<file path="src/rtl/gray_bcd_pkg.sv">
`default_nettype none
// =============================================================================
// Package     : gray_bcd_pkg
// Description : Shared state encoding, digit constants and Gray-code validity
//               helper for the Gray-to-BCD stream decoder.
// Revision    : 1.0 - initial release
// =============================================================================
package gray_bcd_pkg;

    localparam int          DIGIT_W        = 4;
    localparam int          BCD_MAX        = 9;
    localparam logic [3:0]  INVALID_NIBBLE = 4'hF;

    typedef enum logic [1:0] {
        IDLE   = 2'd0,
        DECODE = 2'd1,
        OUTPUT = 2'd2
    } gray_bcd_state_e;

    // A Gray code is a legal digit when its binary value lies in 0..9.
    function automatic logic is_valid_gray_digit(input logic [3:0] gray);
        logic [3:0] bin;
        bin[3] = gray[3];
        bin[2] = bin[3] ^ gray[2];
        bin[1] = bin[2] ^ gray[1];
        bin[0] = bin[1] ^ gray[0];
        return (int'(bin) <= BCD_MAX);
    endfunction

endpackage
`default_nettype wire

</file>
<file path="src/rtl/gray_serial_decoder.sv">
`default_nettype none
// =============================================================================
// Module      : gray_serial_decoder
// Description : Bit-serial, MSB-first Gray-to-binary conversion of one 4-bit
//               code over four cycles; done pulses on the bit-0 cycle.
// Revision    : 1.0 - initial release
// =============================================================================
module gray_serial_decoder
    import gray_bcd_pkg::*;
(
    input  logic       clk,
    input  logic       rst_n,
    input  logic       load,
    input  logic [3:0] gray,
    output logic       done,
    output logic [3:0] bin,
    output logic       invalid
);

    logic [3:0] r_gray;
    logic [3:0] r_bin;
    logic [1:0] r_cnt;
    logic       r_busy;
    logic       r_prev;
    logic       w_bit;

    // r_prev starts at 0 so the first step yields b3 = g3.
    assign w_bit = r_gray[r_cnt] ^ r_prev;

    always_ff @(posedge clk or negedge rst_n) begin
        if (!rst_n) begin
            r_gray <= 4'd0;
            r_bin  <= 4'd0;
            r_cnt  <= 2'd0;
            r_busy <= 1'b0;
            r_prev <= 1'b0;
        end else if (load) begin
            r_gray <= gray;
            r_bin  <= 4'd0;
            r_cnt  <= 2'd3;
            r_busy <= 1'b1;
            r_prev <= 1'b0;
        end else if (r_busy) begin
            r_bin[r_cnt] <= w_bit;
            r_prev       <= w_bit;
            r_cnt        <= r_cnt - 2'd1;
            if (r_cnt == 2'd0) begin
                r_busy <= 1'b0;
            end
        end
    end

    // Bit 0 is forwarded combinationally so the digit is usable on the done cycle.
    assign done    = r_busy && (r_cnt == 2'd0);
    assign bin     = done ? {r_bin[3:1], w_bit} : r_bin;
    assign invalid = !is_valid_gray_digit(r_gray);

endmodule
`default_nettype wire

</file>
<file path="src/rtl/gray_to_bcd_stream_decoder.sv">
`default_nettype none
// =============================================================================
// Module      : gray_to_bcd_stream_decoder
// Description : Streams Gray-coded digits in, packs decoded digits into a BCD
//               word with count and sticky error, and hands the word out over
//               valid/ready. Define GRAY_BCD_BIN_OUT_EN to add a binary output.
// Revision    : 1.0 - initial release
// =============================================================================
module gray_to_bcd_stream_decoder
    import gray_bcd_pkg::*;
#(
    parameter  int NUM_DIGITS = 4,
    localparam int CNT_W      = $clog2(NUM_DIGITS + 1)
`ifdef GRAY_BCD_BIN_OUT_EN
    ,
    localparam int BIN_W      = $clog2(10 ** NUM_DIGITS)
`endif
)(
    input  logic                          clk,
    input  logic                          rst_n,
    input  logic                          in_valid,
    output logic                          in_ready,
    input  logic [3:0]                    in_gray,
    input  logic                          in_last,
    output logic                          out_valid,
    input  logic                          out_ready,
    output logic [DIGIT_W*NUM_DIGITS-1:0] out_bcd,
    output logic [CNT_W-1:0]              out_ndigits,
    output logic                          out_err
`ifdef GRAY_BCD_BIN_OUT_EN
    ,
    output logic [BIN_W-1:0]              out_bin
`endif
);

    localparam int         c_WORD_W    = DIGIT_W * NUM_DIGITS;
    localparam logic [1:0] c_ST_IDLE   = IDLE;
    localparam logic [1:0] c_ST_DECODE = DECODE;
    localparam logic [1:0] c_ST_OUTPUT = OUTPUT;

    logic [1:0]          r_state;
    logic                r_last;
    logic [c_WORD_W-1:0] r_word;
    logic [CNT_W-1:0]    r_count;
    logic                r_err;

    logic                w_in_fire;
    logic                w_dec_done;
    logic [3:0]          w_dec_bin;
    logic                w_dec_invalid;
    logic [3:0]          w_nibble;
    logic [c_WORD_W-1:0] w_word_next;
    logic [CNT_W-1:0]    w_count_inc;
    logic                w_complete;

    assign in_ready  = (r_state == c_ST_IDLE);
    assign out_valid = (r_state == c_ST_OUTPUT);
    assign w_in_fire = in_valid && in_ready;

    gray_serial_decoder u_dec (
        .clk     (clk),
        .rst_n   (rst_n),
        .load    (w_in_fire),
        .gray    (in_gray),
        .done    (w_dec_done),
        .bin     (w_dec_bin),
        .invalid (w_dec_invalid)
    );

    assign w_nibble    = w_dec_invalid ? INVALID_NIBBLE : w_dec_bin;
    assign w_count_inc = r_count + CNT_W'(1);
    assign w_complete  = r_last || (w_count_inc == CNT_W'(NUM_DIGITS));

    generate
        if (NUM_DIGITS == 1) begin : g_word_single
            assign w_word_next = w_nibble;
        end else begin : g_word_multi
            assign w_word_next = {r_word[c_WORD_W-DIGIT_W-1:0], w_nibble};
        end
    endgenerate

`ifdef GRAY_BCD_BIN_OUT_EN
    logic [BIN_W-1:0] r_acc;
    logic [BIN_W-1:0] w_acc_next;

    assign w_acc_next = r_acc * BIN_W'(10) + BIN_W'(w_nibble);

    always_ff @(posedge clk or negedge rst_n) begin
        if (!rst_n) begin
            r_acc <= '0;
        end else if (r_state == c_ST_DECODE && w_dec_done) begin
            r_acc <= w_acc_next;
        end else if (r_state == c_ST_OUTPUT && out_ready) begin
            r_acc <= '0;
        end
    end

    assign out_bin = r_err ? '0 : r_acc;
`endif

    always_ff @(posedge clk or negedge rst_n) begin
        if (!rst_n) begin
            r_state <= c_ST_IDLE;
            r_last  <= 1'b0;
            r_word  <= '0;
            r_count <= '0;
            r_err   <= 1'b0;
        end else begin
            case (r_state)
                c_ST_IDLE: begin
                    if (w_in_fire) begin
                        r_last  <= in_last;
                        r_state <= c_ST_DECODE;
                    end
                end
                c_ST_DECODE: begin
                    if (w_dec_done) begin
                        r_word  <= w_word_next;
                        r_count <= w_count_inc;
                        r_err   <= r_err | w_dec_invalid;
                        r_state <= w_complete ? c_ST_OUTPUT : c_ST_IDLE;
                    end
                end
                c_ST_OUTPUT: begin
                    if (out_ready) begin
                        r_word  <= '0;
                        r_count <= '0;
                        r_err   <= 1'b0;
                        r_last  <= 1'b0;
                        r_state <= c_ST_IDLE;
                    end
                end
                default: r_state <= c_ST_IDLE;
            endcase
        end
    end

    assign out_bcd     = r_word;
    assign out_ndigits = r_count;
    assign out_err     = r_err;

endmodule
`default_nettype wire

</file>
<file path="config.mk">
export PLATFORM = sky130hd
export DESIGN_NAME = gray_to_bcd_stream_decoder
export DESIGN_NICKNAME = d
export VERILOG_FILES = /design/src/rtl/gray_bcd_pkg.sv /design/src/rtl/gray_serial_decoder.sv /design/src/rtl/gray_to_bcd_stream_decoder.sv
export SDC_FILE = /design/constraint.sdc
export NUM_CORES = 1
export LEC_CHECK = 0
export CORE_MARGIN = 4
export CORE_UTILIZATION = 53
export CTS_BUF_LIST = sky130_fd_sc_hd__clkbuf_16
export DETAILED_ROUTE_END_ITERATION = 8
export PLACE_DENSITY_LB_ADDON = 0.15
export RECOVER_POWER = 100
export SLEW_MARGIN = 15
export SYNTH_ARGS = -nofsm -noshare
export SYNTH_HDL_FRONTEND = slang
export SYNTH_SLANG_ARGS = --single-unit
</file>
<file path="constraint.sdc">
create_clock -name clk -period 4.35 [get_ports clk]
set_input_delay 1.305 -clock clk [delete_from_list [all_inputs] [get_ports clk]]
set_output_delay 1.305 -clock clk [all_outputs]
set_load 0.01 [all_outputs]
</file>
==> out/qor.txt, run 1 <==
status = finished with violations
failing checks = capacitance limit, slew limit
Seq/Total Area, Yosys = 57.3%
Worst Hold Depth = 1
WP depth = 2
initial core utilization = 57.8%
top-area cell type share of the netlist area = 57.3%
CTS Buffer Depth = 2
global placement routability congestion = 0.765
Setup TNS = 0 ns
WL final = 2.85 mm
synth warn = 0
skew final = 0.00401 ns
clock-pin slew on the worst setup and hold paths = 0.05 ns
CTS tree = yes
final slew viol count = 35
area taken by multi-input logic gates = 588 µm²
Vias = 1107
leak pwr = 0.000961 µW
Fillers = 182
GR Overflow Total = 0
CTS resizes = 0
hold-fix buffers at CTS = 0
Crit Path Class = input port to asynchronous set/reset pin
CP bufs+invs = 2
HP Class = register to register
pwr dens = 755 mW/mm²
largest net degree at the start of global routing = 35
crit-path cells = dlygate4sd3_1 -> clkbuf_1
Initial DRT Pass Iterations = 4
Required @ worst endpoint = 4.40 ns
Seq cells post-synth = 34
vias per inst = 5.54
min Tclk post-route = 3.05 ns
final cell count without fillers = 200
largest cells by area after synthesis = dfrtp_1, a22o_1, nand2_1
Ports = 31
post-synth top area cell = dfrtp_1
die height = 60.9 µm
IO buf count = 30
CP Launch Type = input port
GRT Total Usage = 16.5%
Sink Count = 34
fin crit share = 70.0%
setup slack, reg-to-reg = 1.63 ns
worst-path maximum fanout = 34
Avg WL per Cell = 14.2 µm
ANT cells = 0
first-pass GRT wire length = 4.55 mm
share of layout cells above drive strength 1 = 4.12%
storage element area = 851 µm²
Layout area overhead = 30.5%
vias in the first global route = 1062
Rows = 18
dpl cells = 192
crit end category = asynchronous set/reset pin
Syn Inst Count = 136
CTS root buffer = clkbuf_16
Slew @ Worst Pin = 1.74 ns
clock latency on the worst-skew pair = 0.27 ns
Slew Limit Headroom = -16.1%
crit-path leading delay family = buffers and inverters
Routed Antenna Nets = 0
RSZ-0062 raised after global routing = false
total CTS buffers = 5
final setup vio count = 0
maximum level of the CTS H-tree = 2
Starting DRT DRC Count = 41
Critical Path Slowest Stage Cell = clkbuf_1
Core ar. = 0.00257 mm²
Setup Buffers After CTS = 0
initial antenna violation count = 0
Final Hold Fails = 0
Unique masters post-synth = 24
nets = 186
die area = 0.00371 mm²
f_max = 0.328 GHz
slowest stage delay, CP = 1.25 ns
Die W = 60.9 µm
cells on worst reg2reg path = 6
VDD IR-drop max = 0.000632 V
synthesized cell area = 0.00148 mm²
Mean Syn Cell Area = 10.9 µm²
syn nets = 153
drt drc = 0
max-cap violation count = 1
dpl hpwl = 2.05 mm
arrival time worst endpoint = 3.09 ns
## state kept, by name, indices dropped and copies added (netlist names)
name	cells
out_err	1
out_bcd	16
r_last	1
u_dec.r_busy	1
u_dec.r_cnt	2
r_state	2
out_ndigits	3
u_dec.r_prev	1
u_dec.r_bin	3
u_dec.r_gray	4
## Yosys cell counts
cell	count
and2_1	2
nand2_1	30
a22o_1	14
a21oi_2	1
o21a_1	1
xnor2_1	2
nor3_1	3
xor2_1	3
and4b_1	1
clkbuf_1	2
nand3_1	1
o22ai_1	1
dfrtp_1	34
a221o_1	1
ha_1	8
a311oi_1	1
nor2_1	7
nor2b_1	1
a21oi_1	4
inv_1	5
mux4_2	1
o21ai_0	9
nand4b_1	1
buf_2	3
## where the power goes
group / leakage [µW] / switching (µW) / internal (µW)
Clock: 0.0000724 / 115 / 206
Combinational: 0.000463 / 260 / 287
Sequential: 0.000426 / 131 / 463
Total: 0.000961 / 506 / 956
## per-stage QoR
| step | area, µm² | setup slack (ns) | utilization (%) | hold WS [ns] | power [µW] |
|---|---|---|---|---|---|
| 2_1_floorplan | 1480 | 2.32 | - | 0.444 | 913 |
| 3_3_place_gp | 1810 | 1.62 | 70.4 | 0.463 | 1160 |
| 3_5_place_dp | 1810 | 1.59 | 70.4 | 0.483 | 1190 |
| 4_1_cts | 1940 | 1.46 | 75.7 | 0.488 | 1520 |
| 5_1_grt | 1940 | 0.945 | 75.4 | 0.519 | 1570 |
| 6_report | 1940 | 1.30 | 75.4 | 0.487 | 1460 |
## metal layers
metal  up-vias  part of all wire (%)  global-route usage, %
met5         -                     0                      0
met2        29                    50                   30.2
met3         2                   5.6                   4.47
met1       540                    44                   18.7
met4         0                  0.56                   4.64
li1        536                     -                      -
## cell type report
cell class,instances,area share [%]
inverters,5,0.969
flip-flops and latches,34,43.9
well taps,30,1.94
clock buffers,5,6.46
repair buffers,31,15.7
multi-input cells,92,30.4
clock inverters,3,0.646
## worst paths after layout
| check | from | end |
|---|---|---|
| max | rst_n | r_state[1]$_DFFE_PN0P_ |
| min in group asynchronous | rst_n | out_ndigits[2]$_DFFE_PN0P_ |
| min | r_state[1]$_DFFE_PN0P_ | r_state[0]$_DFFE_PN0P_ |
| max reg2reg | u_dec.r_cnt[0]$_DFFE_PN0P_ | out_ndigits[2]$_DFFE_PN0P_ |
| max in group clk | out_ready | out_ndigits[2]$_DFFE_PN0P_ |
| min reg2reg | r_state[1]$_DFFE_PN0P_ | r_state[0]$_DFFE_PN0P_ |
## kinds of logic after synthesis
family                     after synthesis  synth area share [%]
buffers and inverters                   10                  2.78
xor gates and xnor gates                 5                  2.95
adders and majority gates                8                  6.75
and+or+nand+nor                         46                  13.2
DFF                                     34                  57.3
AOI/OAI and AO/OA                       32                  15.4
muxes                                    1                  1.52
## layout by cell type, fill, tap and decap left out, drive strengths merged, types with 2 or more instances in the layout
cell type      Yosys  final
and2               2      2
clkinv             0      2
dlygate4sd3        0     25
dfrtp             34     34
o21ai              9      9
inv                5      6
nor2               7      7
xnor2              2      2
xor2               3      3
a22o              14     14
clkbuf             2      6
a21oi              5      5
clkdlybuf4s50      0      5
nand2             30     30
nor3               3      3
ha                 8      8
Note: power is estimated with default switching activity, not from simulation.
==> inputs of run 2 (changes only) <==
CORE_UTILIZATION = 45   (was 53)
clock period = 2.7 ns   (was 4.35 ns; I/O delays follow)
==> out/qor.txt, run 2 (synthesis results as in run 1) <==
Slew Limit Headroom = 46.4% (+62 points)
maximum level of the CTS H-tree = 2 (unchanged)
Vias = 1078 (-2.6%)
die area = 0.00428 mm² (+15%)
Sink Count = 34 (unchanged)
crit end category = output pin
Initial DRT Pass Iterations = 4 (unchanged)
final cell count without fillers = 214 (+7.0%)
ANT cells = 0 (unchanged)
max-cap violation count = 0 (-1)
hold-fix buffers at CTS = 0 (unchanged)
Ports = 31 (unchanged)
Worst Hold Depth = 1 (unchanged)
setup slack, reg-to-reg = 0.44 ns (-1.19 ns)
status = finished clean
hold path endpoint = r_state[0]$_DFFE_PN0P_
clock latency on the worst-skew pair = 0.28 ns (about the same)
total CTS buffers = 5 (unchanged)
Slew @ Worst Pin = 0.805 ns (-0.937 ns)
leak pwr = 0.000959 µW (-0.15%)
Avg WL per Cell = 13.2 µm (-7.1%)
f_max = 0.411 GHz
pwr dens = 1200 mW/mm² (+59%)
cells on worst reg2reg path = 6 (unchanged)
vias per inst = 5.04 (-9.0%)
RSZ-0062 raised after global routing = false
largest net degree at the start of global routing = 35 (unchanged)
final slew viol count = 0 (-100%)
first-pass GRT wire length = 4.98 mm (+9.4%)
CTS Buffer Depth = 2 (unchanged)
initial antenna violation count = 0 (unchanged)
Largest register FFs = 16 (unchanged)
nets = 186 (unchanged)
Required @ worst endpoint = 1.89 ns (-2.51 ns)
GR Overflow Total = 0 (unchanged)
CTS resizes = 0 (unchanged)
arrival time worst endpoint = 1.62 ns (-1.47 ns)
vias in the first global route = 1083 (+2.0%)
Layout area overhead = 32.3%
reg2reg start = u_dec.r_cnt[0]$_DFFE_PN0P_
die height = 65.4 µm (+7.4%)
Die W = 65.4 µm (+7.4%)
Rows = 20 (+2)
skew final = 0.00375 ns (-0.000260 ns)
IO buf count = 30 (unchanged)
GRT Total Usage = 15.7% (-0.83 points)
CTS tree = yes
Setup Buffers After CTS = 0 (unchanged)
CP Launch Type = register
WL final = 2.83 mm (-0.63%)
dpl cells = 206 (+7.3%)
worst-path maximum fanout = 6 (-82%)
Worst R2R End = out_ndigits[2]$_DFFE_PN0P_
Core ar. = 0.00310 mm² (+21%)
Setup TNS = 0 ns (unchanged)
VDD IR-drop max = 0.000598 V (-5.4%)
CTS root buffer = clkbuf_16
global placement routability congestion = 0.734 (-4.0%)
final setup vio count = 0 (unchanged)
commonest non-fill, non-tap cell in the layout = dfrtp_1
most frequent cells in the layout = dfrtp_1, nand2_1, dlygate4sd3_1
Routed Antenna Nets = 0 (unchanged)
fin crit share = 90.1%
dpl hpwl = 2.05 mm (+0.44%)
Fillers = 288 (+58%)
Crit Path Class = register to output pin
initial core utilization = 47.8% (-10 points)
min Tclk post-route = 2.43 ns
Starting DRT DRC Count = 53 (+29%)
HP Class = register to register
Final Hold Fails = 0 (unchanged)
clock-pin slew on the worst setup and hold paths = 0.05 ns (about the same)
Hold Crit Start = r_state[1]$_DFFE_PN0P_
share of layout cells above drive strength 1 = 5.88% (+1.8 points)
drt drc = 0 (unchanged)
[run 2: final cells by class]
cell class              count  area (µm²)  share of cell area, %
clock inverters             3        16.3                  0.829
well taps                  44        55.1                   2.80
repair buffers             31         305                   15.6
inverters                   5        18.8                  0.956
flip-flops and latches     34         851                   43.3
clock buffers               5         125                   6.37
multi-input cells          92         592                   30.1
[run 2: power by group]
part / internal, µW / switching (µW) / total (µW)
logic: 460 / 407 / 867
registers: 746 / 207 / 953
clock network: 336 / 199 / 535
[run 2: per-layer routing]
metal	vias to the layer above	part of all wire [%]	global-route usage, %
met3	5	5.2	6.15
met2	24	47	24.9
met1	510	46	19.0
li1	539	-	-
met4	0	1.8	6.22
met5	-	0	0
[run 2: critical path, cell delays in order (launching register included)]
cell and delay (ns):
dfrtp_1 0.42, nor2b_1 0.27, dlygate4sd3_1 0.65
[run 2: worst max-delay path by stage]
stage / from / end / depth (start not counted)
floorplan: u_dec.r_cnt[0]$_DFFE_PN0P_ / out_ndigits[0]$_DFFE_PN0P_ / 7
detailed placement: out_ready / out_ndigits[2]$_DFFE_PN0P_ / 4
finish: r_state[0]$_DFFE_PN0P_ / out_valid / 2
CTS: r_state[0]$_DFFE_PN0P_ / out_valid / 2
global route: r_state[0]$_DFFE_PN0P_ / out_valid / 2
global placement: out_ready / out_ndigits[2]$_DFFE_PN0P_ / 4
[run 2: per-stage QoR]
stage	utilization [%]	setup slack, ns	hold WS (ns)	power, µW	cell area, µm²
2_1_floorplan	-	1.07	0.444	1470	1480
3_3_place_gp	58.8	0.464	0.470	1870	1820
3_5_place_dp	58.8	0.390	0.477	1910	1820
4_1_cts	63.3	0.291	0.479	2450	1970
5_1_grt	63.3	0.183	0.513	2550	1960
6_report	63.3	0.266	0.480	2350	1960
==> inputs of run 3 (changes only) <==
ABC_AREA = 1   (was not set)
GPL_TIMING_DRIVEN = 0   (was not set)
==> out/qor.txt, run 3 <==
status = finished with violations
failing checks = capacitance limit, slew limit
global placement routability congestion = 0.878 (+20%)
commonest non-fill, non-tap cell in the layout = nand2_1
Ports = 31 (unchanged)
Final Hold Fails = 0 (unchanged)
Routed Antenna Nets = 0 (unchanged)
skew final = 0.00538 ns (+0.00163 ns)
Critical Path Slowest Stage Cell = dlygate4sd3_1
arrival time worst endpoint = 1.48 ns (-0.14 ns)
pwr dens = 1270 mW/mm² (+5.7%)
die area = 0.00442 mm² (+3.3%)
Sink Count = 34 (unchanged)
share of layout cells above drive strength 1 = 4.41% (-1.5 points)
VDD IR-drop max = 0.000520 V (-13%)
CP startpoint = r_state[0]$_DFFE_PN0P_
worst-path maximum fanout = 5 (-1)
die height = 66.5 µm (+1.7%)
first-pass GRT wire length = 5.61 mm (+13%)
CTS tree = yes
Mean Syn Cell Area = 9.28 µm² (-15%)
CP bufs+invs = 1 (unchanged)
vias per inst = 4.95 (-1.7%)
largest net degree at the start of global routing = 35 (unchanged)
final slew viol count = 35 (+35)
synth warn = 0 (unchanged)
synthesized cell area = 0.00154 mm² (+3.8%)
Vias = 1228 (+14%)
largest cells by area after synthesis = dfrtp_1, nand2_1, inv_1
Largest register FFs = 16 (unchanged)
crit-path cells = nor2_1 -> dlygate4sd3_1
CTS Buffer Depth = 2 (unchanged)
drt drc = 0 (unchanged)
Worst R2R End = out_bcd[2]$_DFFE_PN0P_
clock latency on the worst-skew pair = 0.28 ns (about the same)
Layout area overhead = 33.0%
ys flop type = dfrtp_1
max-cap violation count = 1 (+1)
Rows = 20 (unchanged)
GR Overflow Total = 0 (unchanged)
Avg WL per Cell = 12.8 µm (-3.0%)
top-area cell type share of the netlist area = 55.2% (-2.1 points)
setup slack, reg-to-reg = 0.54 ns (+0.10 ns)
f_max = 0.436 GHz (+6.1%)
Starting DRT DRC Count = 65 (+23%)
leak pwr = 0.00105 µW (+9.3%)
Die W = 66.5 µm (+1.7%)
total CTS buffers = 5 (unchanged)
Unique masters post-synth = 19 (-21%)
hold path endpoint = out_bcd[12]$_DFFE_PN0P_
top-count cell post-synth = nand2_1
Setup TNS = 0 ns (unchanged)
Syn Inst Count = 166 (+22%)
Seq cells post-synth = 34 (unchanged)
initial antenna violation count = 0 (unchanged)
RSZ-0062 raised after global routing = false
Core ar. = 0.00315 mm² (+1.6%)
Worst Hold Depth = 2 (+1)
CTS root buffer = clkbuf_16
vias in the first global route = 1211 (+12%)
crit-path leading delay family = buffers and inverters
initial core utilization = 48.8% (+1.0 points)
Crit Path Class = register to output pin
clock-pin slew on the worst setup and hold paths = 0.05 ns (about the same)
min Tclk post-route = 2.29 ns (-0.140 ns)
ANT cells = 0 (unchanged)
syn nets = 183 (+20%)
Slew @ Worst Pin = 1.80 ns (+0.991 ns)
dpl hpwl = 2.28 mm (+11%)
post-synth top area cell = dfrtp_1
Slew Limit Headroom = -19.7% (-66 points)
cells on worst reg2reg path = 6 (unchanged)
Initial DRT Pass Iterations = 4 (unchanged)
nets = 220 (+18%)
fraction of registers with async set/reset = 100% (unchanged)
Seq/Total Area, Yosys = 55.2% (-2.1 points)
CP Launch Type = register
IO buf count = 30 (unchanged)
Setup Buffers After CTS = 0 (unchanged)
most frequent cells after synthesis = nand2_1, dfrtp_1, inv_1, o21ai_0
HP Class = register to register
CTS resizes = 0 (unchanged)
WL final = 3.18 mm (+12%)
Required @ worst endpoint = 1.89 ns (about the same)
GRT Total Usage = 17.4% (+1.8 points)
fin crit share = 85.0% (-5.2 points)
crit end category = output pin
final setup vio count = 0 (unchanged)
most frequent cells in the layout = nand2_1, dfrtp_1, inv_1
Hold Crit Start = out_bcd[12]$_DFFE_PN0P_
EDFF count, synth = 0 (unchanged)
reg2reg start = u_dec.r_cnt[0]$_DFFE_PN0P_
maximum level of the CTS H-tree = 2 (unchanged)
hold-fix buffers at CTS = 0 (unchanged)
total power = 2600 µW (+10%)
slowest stage delay, CP = 0.62 ns (-0.03 ns)
## run 3: how the worst max path moves through the flow
stage | depth (start not counted) | end
final | 2 | out_valid
after global routing | 1 | u_dec.r_gray[1]$_DFFE_PN0P_
after CTS | 2 | in_ready
after detailed placement | 2 | in_ready
after global placement | 1 | out_bcd[2]$_DFFE_PN0P_
after floorplan | 1 | in_ready
## run 3: kinds of logic after synthesis
kind of cell | count (synthesis) | synth area share, %
AND/OR/NAND/NOR | 58 | 16.7
flip-flops | 34 | 55.2
buffers and inverters | 33 | 8.61
AO/OA/AOI/OAI | 32 | 12.3
adder cells (fa/ha/maj) | 8 | 6.50
XOR/XNOR | 1 | 0.569
## run 3: through the flow
stage               cells  worst slack, ns  utilization, %  hold WS (ns)  area, µm²
floorplan             166             1.24               -         0.471       1540
detailed placement    240            0.706            60.0         0.472       1890
finish                248            0.406            65.0         0.475       2050
global route          248            0.261            65.0         0.532       2050
global placement      240            0.146            60.1         0.464       1900
CTS                   248            0.403            66.1         0.486       2080
## run 3: worst reg2reg max path: stages, from the launching register on
cell      delay, ns
dfrtp_1        0.45
inv_1          0.15
ha_1           0.22
nand4_1        0.39
nand2_1        0.28
clkbuf_1       0.38
o221ai_1       0.16
## run 3: cell type report
type                       instances  area (µm²)
inverter                          31         116
clock inverter                     3        68.8
multi-input combinational         99         529
tap                               44        55.1
timing repair buffer              30         294
fill                             291        1100
buffer                             2        8.76
sequential                        34         851
clock buffer                       5         125
## run 3: power by group
group / internal, µW / switching, µW / leakage (µW)
Sequential: 738 / 157 / 0.000419
Clock: 530 / 212 / 0.0000940
Combinational: 427 / 533 / 0.000536
Total: 1690 / 901 / 0.00105
## run 3: layer usage
metal / part of all wire [%] / global-route usage [%] / up-vias
li1: - / - / 609
met1: 40 / 19.6 / 573
met2: 52 / 29.7 / 37
met3: 5.2 / 5.90 / 9
met4: 2.6 / 7.87 / 0
met5: 0 / 0 / -
==> variant 1: new RTL, flow settings as in run 1 <==
Add a define of `GRAY_BCD_BIN_OUT_EN`.
--- a/src/rtl/gray_to_bcd_stream_decoder.sv
+++ b/src/rtl/gray_to_bcd_stream_decoder.sv
@@ -7,4 +7,6 @@
 // Revision    : 1.0 - initial release
 // =============================================================================
+`define GRAY_BCD_BIN_OUT_EN
+
 module gray_to_bcd_stream_decoder
     import gray_bcd_pkg::*;
Behaviour (old outputs only; new: out_bin): unchanged (equiv_simple and equiv_induct, registers matched by name and starting in step).
==> variant 1 against run 1 <==
The run still ends with capacitance limit, slew limit left; routed wire length increased by 100%; design area grew 79%; non-clock buffer count increased by 14; via count up 94%; register-to-register slack got worse by 280 ps; global-route usage is 3.7 points higher; area after synthesis grew 91%; power is 120% higher; setup slack lost 210 ps; core utilization shrank 8.1 points; sequential cell count up 14; critical endpoint is now out_ndigits[2]; largest cell class is now multi-input combinational cells.
==> variant 1: results (changes against run 1) <==
| Metric | Value |
|---|---|
| Max-slew violations | `49 (+40%)` |
| Placer congestion estimate | `0.818 (+7.0%)` |
| Cell Count, Final, Fillers Out | `388 (+94%)` |
| Worst vdd ir | `483 uV (-24%)` |
| Register area share after synthesis | `42.4% (-15 points)` |
| Nets | `359 (+93%)` |
| Metal3 WL | `228 um (+44%)` |
| Failing checks | `capacitance limit, slew limit` |
| Routing usage on met3 | `3.44% (-1.0 points)` |
| Routed wl met2 | `2580 um (+82%)` |
| Via/cell ratio | `5.55 (+0.21%)` |
| Met1 GRT Util | `29.2% (+10 points)` |
| R2R Path End | `r_acc[11]` |
| Worst hold margin | `487 ps (-0.379 ps)` |
| Top post-synthesis cells by count | `dfrtp_1, nand2_1, ha_1, a22o_1, o21ai_0` |
| Worst Max-Slew Pin Slew | `2460 ps (+718 ps)` |
| IO buf count | `44 (+47%)` |
| Hold path startpoint | `r_acc[13]` |
| Placed instance area | `3330 sq um (+85%)` |
| Hold endpoint | `r_acc[13]` |
| CP Capture Point | `out_ndigits[2]` |
| Largest net degree at the start of global routing | `49 (+40%)` |
| Syn Inst Count | `275 (+100%)` |
| R2r worst-path depth | `15 (+9)` |
| Leakage | `1.69 nW (+76%)` |
| Setup Skew | `3.57 ps (-0.437 ps)` |
| Post-DP HPWL | `4330 um (+110%)` |
| R2r setup slk | `1350 ps (-280 ps)` |
| M1 WL | `2920 um (+130%)` |
| WL/cell | `15.0 um (+5.3%)` |
| Hold Crit Depth | `2 (+1)` |
| Max-Cap Viols | `1 (unchanged)` |
| Layout cells sized above 1 | `5.35% (+1.2 points)` |
| Gr usage total | `20.2% (+3.7 points)` |
| Slowest stage delay, CP | `1020 ps (-230 ps)` |
| Number of global-route vias before repair | `2072 (+95%)` |
| First-pass GRT wire length | `10300 um (+130%)` |
| Status | `complete, but fails checks` |
-- variant 1: changes by cell type in the layout (fill, tap and decap cells not counted), sizes merged, moves of 4 or more --
| cell | run 1 | this run |
|---|---|---|
| a21o | 0 | 6 |
| a21oi | 5 | 15 |
| a22o | 14 | 19 |
| dfrtp | 34 | 48 |
| dlygate4sd3 | 25 | 38 |
| ha | 8 | 30 |
| inv | 6 | 10 |
| nand2 | 30 | 35 |
| nor2 | 7 | 12 |
| nor2b | 1 | 15 |
| o21ai | 9 | 22 |
| xnor2 | 2 | 16 |
| xor2 | 3 | 11 |
-- variant 1: area by class of cell --
| type | instances | area, sq um |
|---|---|---|
| Fill cell | 431 | 1680 |
| Multi-Input combinational cell | 209 | 1570 |
| Sequential cell | 48 | 1200 |
| Timing Repair Buffer | 45 | 438 |
| Clock buffer | 5 | 125 |
| Tap cell | 70 | 87.6 |
| Inverter | 9 | 33.8 |
| Clock inverter | 2 | 8.76 |
-- variant 1: worst min-delay path, cell delays in order (launching register included) --
cell and delay, ps:
dfrtp_1 340, nand2_1 50, o21ai_0 60
-- variant 1: power by group through the flow --
stage | clock network [W] | registers, W | logic [W]
after floorplan | 0 | 0.000842 | 0.00152
after global placement | 0 | 0.000886 | 0.00204
after detailed placement | 0 | 0.000895 | 0.00207
after CTS | 0.000362 | 0.000888 | 0.00209
after global routing | 0.000387 | 0.000921 | 0.00229
final | 0.000356 | 0.000883 | 0.00202
-- variant 1: cell families after synthesis --
| logic type | share of synthesized area (%) |
|---|---|
| adders and majority gates | 14.7 |
| and+or+nand+nor | 13.6 |
| DFF | 42.4 |
| buffers and inverters | 2.38 |
| AOI/OAI and AO/OA | 17.3 |
| muxes | 0.795 |
| xor gates and xnor gates | 8.87 |
==> variant 2: new RTL, flow settings as in run 1 <==
Without the edit above. Put one more register stage on the output `out_ndigits`, with the module's reset. The value now appears one clock later. The other outputs are not delayed to match.
--- a/src/rtl/gray_to_bcd_stream_decoder.sv
+++ b/src/rtl/gray_to_bcd_stream_decoder.sv
@@ -137,5 +137,11 @@
 
     assign out_bcd     = r_word;
-    assign out_ndigits = r_count;
+    always_ff @(posedge clk or negedge rst_n) begin
+        if (!rst_n) begin
+            out_ndigits <= '0;
+        end else begin
+            out_ndigits <= r_count;
+        end
+    end
     assign out_err     = r_err;
 
Function: changed (a bounded check fails within 10 cycles, from zero or initial values and one cycle with rst_n low).
==> variant 2 against run 1 <==
The flow still finishes with violations (capacitance limit, slew limit); via count is 1.7% higher; final cell count up 2.0%; power up 8.6%; global-route usage about the same; sequential cell count is 3 higher; design area is 5.8% higher; hold slack got worse by 50 ps; critical path depth unchanged; sequential share of layout area up 1.2 points; setup slack lost 140 ps; area after synthesis rose by 5.6%; routed wire length rose by 0.95%; critical endpoint is now u_dec.r_gray[3].
==> variant 2: results (changes against run 1) <==
| Metric | Value |
|---|---|
| WL/cell | `14.1 um (-1.0%)` |
| Failing checks | `capacitance limit, slew limit` |
| Fraction of area in multi-input gates | `29.1% (-1.3 points)` |
| Layout cells sized above 1 | `5.20% (+1.1 points)` |
| Top post-synthesis cells by count | `dfrtp_1, nand2_1, a22o_1, o21ai_0, ha_1` |
| Seq/total area | `45.2% (+1.2 points)` |
| Non-clk buf share | `14.8% (-0.86 points)` |
| Crit path DAT | `3200 ps (+110 ps)` |
| Fill count | `207 (+14%)` |
| R2R Path End | `r_count[2]` |
| Routing usage on met2 | `26.7% (-3.5 points)` |
| Status | `complete, but fails checks` |
| Int Power | `0.00106 W (+11%)` |
| Top FF cell, synth | `dfrtp_1` |
| Cell Count, Final, Fillers Out | `204 (+2.0%)` |
| Setup Skew | `2.25 ps (-1.76 ps)` |
| Leakage | `1.00 nW (+4.5%)` |
| Syn Inst Count | `139 (+2.2%)` |
| Final core occ | `73.7% (-1.8 points)` |
| Placed instance area | `1890 sq um (+4.6%)` |
| DR iter-0 viols | `63 (+54%)` |
| Post-route cell area | `2050 sq um (+5.8%)` |
| Register area share after synthesis | `59.1% (+1.8 points)` |
| Via/cell ratio | `5.52 (-0.28%)` |
| Crit-path max FO | `37 (+8.8%)` |
| Clk cell area share | `8.12% (+1.0 points)` |
| Slew HR | `-26.8% (-11 points)` |
| Largest net degree at the start of global routing | `38 (+8.6%)` |
| First-pass GRT wire length | `4970 um (+9.1%)` |
| CP Capture Point | `u_dec.r_gray[3]` |
| Unique masters post-synth | `25 (+4.2%)` |
| Met1 GRT Util | `19.0% (+0.30 points)` |
| Slowest stage delay, CP | `1360 ps (+110 ps)` |
| Number of global-route vias before repair | `1059 (-0.28%)` |
| Nets | `189 (+1.6%)` |
| Gr usage total | `16.5% (about the same)` |
| Max-slew violations | `38 (+8.6%)` |
| Placer congestion estimate | `0.746 (-2.5%)` |
| Worst vdd ir | `621 uV (-1.7%)` |
| Max-Cap Viols | `1 (unchanged)` |
| Post-DP HPWL | `1950 um (-4.6%)` |
| Routing usage on met3 | `7.03% (+2.6 points)` |
| Seq_cells | `37 (+8.8%)` |
| Top area cells in the synthesized netlist | `dfrtp_1, a22o_1, nand2_1` |
| Syn_nets | `156 (+2.0%)` |
-- variant 2: logic make-up (layout without fill, tap and decap cells) --
| logic type | count (synthesis) | count (layout) | share of synthesized area [%] |
|---|---|---|---|
| and+or+nand+nor | 46 | 46 | 12.5 |
| DFF | 37 | 37 | 59.1 |
| AOI/OAI and AO/OA | 32 | 32 | 14.6 |
| buffers and inverters | 10 | 44 | 2.64 |
| adders and majority gates | 8 | 8 | 6.39 |
| xor gates and xnor gates | 5 | 5 | 3.28 |
| muxes | 1 | 1 | 1.44 |
-- variant 2: worst min path at each step --
stage / start / endpoint / depth (start not counted)
floorplan: r_count[2] / out_ndigits[2] / 0
global placement: r_count[2] / out_ndigits[2] / 0
detailed placement: r_count[2] / out_ndigits[2] / 0
CTS: r_count[2] / out_ndigits[2] / 0
global route: r_count[2] / out_ndigits[2] / 0
finish: r_count[2] / out_ndigits[2] / 0
-- variant 2: power groups by stage --
stage | clock network [W] | registers [W] | logic (W)
2_1_floorplan | 0 | 0.000651 | 0.000314
3_3_place_gp | 0 | 0.000637 | 0.000570
3_5_place_dp | 0 | 0.000644 | 0.000589
4_1_cts | 0.000411 | 0.000640 | 0.000594
5_1_grt | 0.000430 | 0.000660 | 0.000618
6_report | 0.000401 | 0.000637 | 0.000549
-- variant 2: layer usage --
layer  vias to the layer above  routed length [um]
li1                        548                   -
met1                       536                1210
met2                        36                1380
met3                         6                 220
met4                         0                  57
met5                         -                   0
-- variant 2: metrics by stage --
step	setup slack, ps	hold WS [ps]
floorplan	2320	401
finish	1160	437
global placement	1620	421
detailed placement	1580	424
CTS	1450	439
global route	697	451
